===== src/rtl/icache_responder_if.sv =====
// icache_responder_if: fetch request/response channel plus the line-fill memory port
interface icache_responder_if;
  logic         imem_read;
  logic [31:0]  imem_address;
  logic [31:0]  imem_rdata;
  logic         imem_resp;
  logic         pmem_read;
  logic [31:0]  pmem_address;
  logic [255:0] pmem_rdata;
  logic         pmem_resp;
  modport master (
    output imem_read, imem_address, pmem_rdata, pmem_resp,
    input  imem_rdata, imem_resp, pmem_read, pmem_address
  );
  modport slave (
    input  imem_read, imem_address, pmem_rdata, pmem_resp,
    output imem_rdata, imem_resp, pmem_read, pmem_address
  );
endinterface


===== src/rtl/icache_responder.sv =====
// icache_responder: read-only direct-mapped instruction cache, 0-cycle hits, 256-bit line fills (ICACHE_PERF_CTR_EN adds hit/miss counters)
module icache_responder #(
  parameter int S_INDEX = 3
) (
  input  logic                clk,
  input  logic                rst,
  icache_responder_if.slave   bus
`ifdef ICACHE_PERF_CTR_EN
  ,
  output logic [31:0]         hit_count,
  output logic [31:0]         miss_count
`endif
);
  localparam int LINE_BITS = 256;
  localparam int SETS      = 1 << S_INDEX;
  localparam int TAG_W     = 27 - S_INDEX;
  typedef enum logic {IDLE, FILL} state_t;
  state_t               r_state;
  logic [SETS-1:0]      r_valid;
  logic [TAG_W-1:0]     r_tag [SETS];
  logic [LINE_BITS-1:0] r_line [SETS];
  logic [26:0]          r_line_addr;
  logic                 r_pmem_read;
  logic [S_INDEX-1:0]   w_index;
  logic [S_INDEX-1:0]   w_fill_index;
  logic [TAG_W-1:0]     w_tag;
  logic [2:0]           w_offset;
  logic [LINE_BITS-1:0] w_line;
  logic                 w_hit;
  logic                 w_miss;
  logic                 w_fill_done;
  logic                 w_unused;
  assign w_index      = bus.imem_address[4+S_INDEX:5];
  assign w_tag        = bus.imem_address[31:5+S_INDEX];
  assign w_offset     = bus.imem_address[4:2];
  assign w_fill_index = r_line_addr[S_INDEX-1:0];
  assign w_line       = r_line[w_index];
  assign w_unused     = &{1'b0, bus.imem_address[1:0]};
  assign w_hit        = r_state == IDLE && bus.imem_read && r_valid[w_index] && r_tag[w_index] == w_tag;
  assign w_miss       = r_state == IDLE && bus.imem_read && !w_hit;
  assign w_fill_done  = r_state == FILL && bus.pmem_resp;
  assign bus.imem_resp    = w_hit;
  assign bus.imem_rdata   = w_hit ? w_line[{w_offset, 5'b0} +: 32] : '0;
  assign bus.pmem_read    = r_pmem_read;
  assign bus.pmem_address = r_state == FILL ? {r_line_addr, 5'b0} : '0;
  // control FSM: a miss latches the line address and requests a fill; the fill response validates the set
  always_ff @(posedge clk or negedge rst) begin
    if (!rst) begin
      r_state     <= IDLE;
      r_pmem_read <= 1'b0;
      r_line_addr <= '0;
      r_valid     <= '0;
    end else if (w_miss) begin
      r_state     <= FILL;
      r_pmem_read <= 1'b1;
      r_line_addr <= bus.imem_address[31:5];
    end else if (w_fill_done) begin
      r_state                <= IDLE;
      r_pmem_read            <= 1'b0;
      r_valid[w_fill_index]  <= 1'b1;
    end
  end
  // tag and data arrays need no reset; they are meaningless until the set is valid
  always_ff @(posedge clk) begin
    if (w_fill_done) begin
      r_tag[w_fill_index]  <= r_line_addr[26:S_INDEX];
      r_line[w_fill_index] <= bus.pmem_rdata;
    end
  end
`ifdef ICACHE_PERF_CTR_EN
  logic r_post_fill;
  logic w_post_fill_hit;
  assign w_post_fill_hit = r_post_fill && bus.imem_address[31:5] == r_line_addr;
  // counters: the first IDLE cycle after a fill re-serves the request that missed, so it is not a new hit
  always_ff @(posedge clk or negedge rst) begin
    if (!rst) begin
      r_post_fill <= 1'b0;
      hit_count   <= '0;
      miss_count  <= '0;
    end else begin
      r_post_fill <= w_fill_done;
      if (w_hit && !w_post_fill_hit) hit_count <= hit_count + 32'd1;
      if (w_miss) miss_count <= miss_count + 32'd1;
    end
  end
`endif
endmodule


===== src/flat_wrapper.sv =====
// flat-port wrapper written by rule: the top's interface ports become plain ports
module icache_responder_flat 
#(
  parameter int S_INDEX = 3
)
  (clk, rst, bus_imem_read, bus_imem_address, bus_pmem_rdata, bus_pmem_resp, bus_imem_rdata, bus_imem_resp, bus_pmem_read, bus_pmem_address);
  icache_responder_if bus_i ();
  input  logic clk;
  input  logic rst;
  input wire logic [$bits(bus_i.imem_read)-1:0] bus_imem_read;
  input wire logic [$bits(bus_i.imem_address)-1:0] bus_imem_address;
  input wire logic [$bits(bus_i.pmem_rdata)-1:0] bus_pmem_rdata;
  input wire logic [$bits(bus_i.pmem_resp)-1:0] bus_pmem_resp;
  output wire logic [$bits(bus_i.imem_rdata)-1:0] bus_imem_rdata;
  output wire logic [$bits(bus_i.imem_resp)-1:0] bus_imem_resp;
  output wire logic [$bits(bus_i.pmem_read)-1:0] bus_pmem_read;
  output wire logic [$bits(bus_i.pmem_address)-1:0] bus_pmem_address;
  assign bus_i.imem_read = bus_imem_read;
  assign bus_i.imem_address = bus_imem_address;
  assign bus_i.pmem_rdata = bus_pmem_rdata;
  assign bus_i.pmem_resp = bus_pmem_resp;
  assign bus_imem_rdata = bus_i.imem_rdata;
  assign bus_imem_resp = bus_i.imem_resp;
  assign bus_pmem_read = bus_i.pmem_read;
  assign bus_pmem_address = bus_i.pmem_address;
  icache_responder #(.S_INDEX(S_INDEX)) u_core (.clk(clk), .rst(rst), .bus(bus_i));
endmodule

===== config.mk =====
export PLATFORM = sky130hd
export DESIGN_NAME = icache_responder_flat
export DESIGN_NICKNAME = d
export VERILOG_FILES = /design/src/rtl/icache_responder_if.sv /design/src/rtl/icache_responder.sv /design/src/flat_wrapper.sv
export SDC_FILE = /design/constraint.sdc
export NUM_CORES = 2
export LEC_CHECK = 0
export CAP_MARGIN = 20
export CORE_MARGIN = 10
export CORE_UTILIZATION = 60
export DETAILED_ROUTE_END_ITERATION = 10
export HOLD_SLACK_MARGIN = 0.05
export PLACE_DENSITY_LB_ADDON = 0.2
export SYNTH_ARGS = -nofsm -noshare
export SYNTH_HDL_FRONTEND = slang
export SYNTH_SLANG_ARGS = --single-unit

===== constraint.sdc =====
create_clock -name clk -period 32.7 [get_ports clk]
set_input_delay 4.905 -clock clk [delete_from_list [all_inputs] [get_ports clk]]
set_output_delay 4.905 -clock clk [all_outputs]
set_load 0.01 [all_outputs]

==> summary.md <==
| Metric | Value |
|---|---|
| Non-Filler Instances | `5964` |
| CP endpoint kind | `primary output` |
| CTS root buf | `clkbuf_16` |
| Final Max Tran Viols | `0` |
| Worst-path maximum fanout | `142` |
| ANT nets after route | `0` |
| Row count | `139` |
| Top-count cell post-synth | `edfxtp_1` |
| Largest area contributor in the netlist | `edfxtp_1` |
| Post-Route Setup TNS | `0 ps` |
| Number of global-route vias before repair | `39100` |
| Post-Syn Area | `0.0867 mm²` |
| Post-synth top cells | `edfxtp_1 (2240), mux4_2 (693), clkbuf_1 (62)` |
| Synthesized area per cell | `25.4 µm²` |
| Min Tclk post-route | `16130 ps` |
| CTS tree | `yes` |
| Htree depth | `4` |
| Buffers on Ports | `350` |
| Clock sink count | `2276` |
| Yosys warning total | `0` |
| Synth area leaders | `edfxtp_1 (78%), mux4_2 (18%), dfrtp_1 (1.0%)` |
| Final setup margin | `16570 ps` |
| Status | `finished clean` |
| #FFs+latches synth | `2276` |
| Nets@finish | `4154` |
| Post-synthesis cell count | `3412` |
| DP Wirelength | `105 mm` |
| Critical Path Source Type | `primary input` |
| Die Ht | `400 µm` |
| WL/cell | `31.6 µm` |
| Number of remaining DRC errors | `0` |
| Drt first pass iters | `5` |
| Total grt overflow | `0` |
| Iteration-0 DRC Markers | `3678` |
| CTS clk-pin slew, worst paths | `60 ps` |
| Dominant synthesized flop cell | `edfxtp_1` |
| Worst vdd ir | `0.0463 mV` |
| Max_cap viols | `0` |
| Filler cells | `8611` |
| Bufs on Longest Clock Path | `3` |
| Initial antenna violation count | `81` |
| Core ar. | `0.144 mm²` |
| Post-synth cell types | `36` |
| Overall Power | `6.14 mW` |
| Total GRT Usage | `23.8%` |
| R2r startpoint | `u_core.bus.pmem_read` |
| Dpl ws | `16560 ps` |
| F_max | `62.0 MHz` |
| Clock latency on the worst-skew pair | `830 ps` |
| FFs w/ async S/R, synth | `1.58%` |
| WL final | `189 mm` |
| Post-synth EDFFs | `2240` |
| Pwr dens | `61.9 mW/mm²` |
| CTS hold repair buffers | `0` |
| Crit path capture | `bus_imem_rdata[1]` |
| Post-CTS resize count | `0` |
| Fraction of layout cells with a size suffix above 1 | `27.0%` |
| Synth top area share | `77.6%` |
| Launch point of the worst path | `bus_imem_address[6]` |
| Total CTS buffers | `215` |
| Initial Util | `60.4%` |
| Register area share after synthesis | `78.6%` |
| Ports | `358` |
| CP arrival | `11230 ps` |
| HP Class | `reg -> reg` |
| Crit path kind | `in -> out` |
| R2R setup slack | `27790 ps` |
| RSZ-0062 raised after global routing | `no` |
| Die Area | `0.160 mm²` |
| Worst Tran Pin Value | `1240 ps` |
| First-pass GRT wire length | `275 mm` |
| Die Width | `400 µm` |
| Placed cells | `5548` |
| Leak | `30.8 nW` |
| Rel. slew slack | `17.5%` |
| Via/cell ratio | `6.43` |
| Largest net degree at the start of global routing | `155` |
| Layout area overhead | `14.2%` |
| Endpoints failing setup | `0` |
| Vias | `38400` |
| Routability cong. | `0.737` |
| Period utilization | `49.3%` |
| R2r endpoint | `u_core.r_line[7][129]` |
| Worst R2R Path Depth | `7` |
| Post-CTS setup buffers | `0` |
| Hold Vio Cnt, Final | `0` |
| Required time of the critical path | `27790 ps` |
| Worst Skew | `37.3 ps` |
worst max-delay path, cell delays in order:
cell,delay [ps]
buf_8,660
buf_12,690
buf_4,810
mux4_2,400
mux2i_1,210
xor2_1,240
nand4_1,130
nor4_1,540
nand4_4,850
nor2b_1,730
clkdlybuf4s50_1,650
sequential cells by signal (all words and copies together) (netlist names):
signal                count
u_core.r_valid            8
u_core.r_line_addr       27
u_core.r_line          2048
u_core.r_tag            192
u_core.bus.pmem_read      1
metal layers:
metal | share of wire, % | track usage, % | wire [µm]
met1 | 40 | 33.8 | 74700
met2 | 48 | 36.2 | 90900
met3 | 8.9 | 7.13 | 16800
met4 | 3.0 | 7.72 | 5580
met5 | 0.28 | 0 | 530
metrics by stage:
step / hold slack (ps) / cell area [µm²] / utilization [%]
after floorplan: 431 / 86700 / -
after global placement: 449 / 92400 / 64.3
after detailed placement: 446 / 92400 / 64.3
after CTS: 466 / 99000 / 68.9
after global routing: 470 / 99100 / 69.0
final: 468 / 99100 / 69.0
cell type report:
cell class / instances / area, µm² / area share [%]
antenna: 20 / 50.0 / 0.0505
inverter: 4 / 15.0 / 0.0152
tap: 1903 / 2380 / 2.40
sequential: 2276 / 68200 / 68.8
clock inverter: 112 / 908 / 0.917
timing repair buffer: 409 / 4100 / 4.14
clock buffer: 284 / 5680 / 5.74
multi-input combinational: 956 / 17800 / 17.9
placed cells by master, fill, tap and decap left out, types with 4 or more instances in the layout:
cell type,instances
mux4_2,693
o22ai_1,9
inv_6,8
nand3_1,4
a221oi_1,10
diode_2,20
clkdlybuf4s50_1,343
buf_12,12
a211oi_1,7
and2_1,25
clkinvlp_4,6
conb_1,5
xor2_1,21
clkinv_2,40
mux2_1,19
mux2_2,27
mux2i_1,47
clkbuf_1,67
dfrtp_1,36
clkinv_1,41
or2_2,8
inv_1,4
nor3_2,6
bufinv_16,10
clkbuf_16,217
edfxtp_1,2240
buf_4,48
nor2b_1,38
nand2b_1,4
nand2_1,9
cell families (layout without fill, tap and decap cells):
kind of cell | after synthesis | in the layout | synth area share (%)
flip-flops | 2276 | 2276 | 78.6
multiplexers | 786 | 786 | 19.1
buffers and inverters | 184 | 809 | 0.984
AND/OR/NAND/NOR | 108 | 108 | 0.742
AO/OA/AOI/OAI | 35 | 35 | 0.302
XOR/XNOR | 22 | 22 | 0.222
other | 1 | 25 | 0.00432
worst min-delay path by stage:
stage	start	endpoint	slack [ps]	depth (start not counted)
finish	u_core.r_valid[5]	u_core.r_valid[5]	470	1
global route	u_core.r_valid[4]	u_core.r_valid[4]	470	1
CTS	u_core.r_valid[5]	u_core.r_valid[5]	470	1
detailed placement	u_core.r_valid[5]	u_core.r_valid[5]	450	1
global placement	u_core.r_valid[5]	u_core.r_valid[5]	450	1
floorplan	u_core.r_valid[5]	u_core.r_valid[5]	430	1
where the power goes:
part | internal, mW | switching (mW) | total (mW)
Sequential | 3.34 | 0.0386 | 3.38
Combinational | 0.189 | 0.236 | 0.425
Clock | 1.30 | 1.03 | 2.33
Total | 4.83 | 1.31 | 6.14
Note: power is estimated with default switching activity, not from simulation.
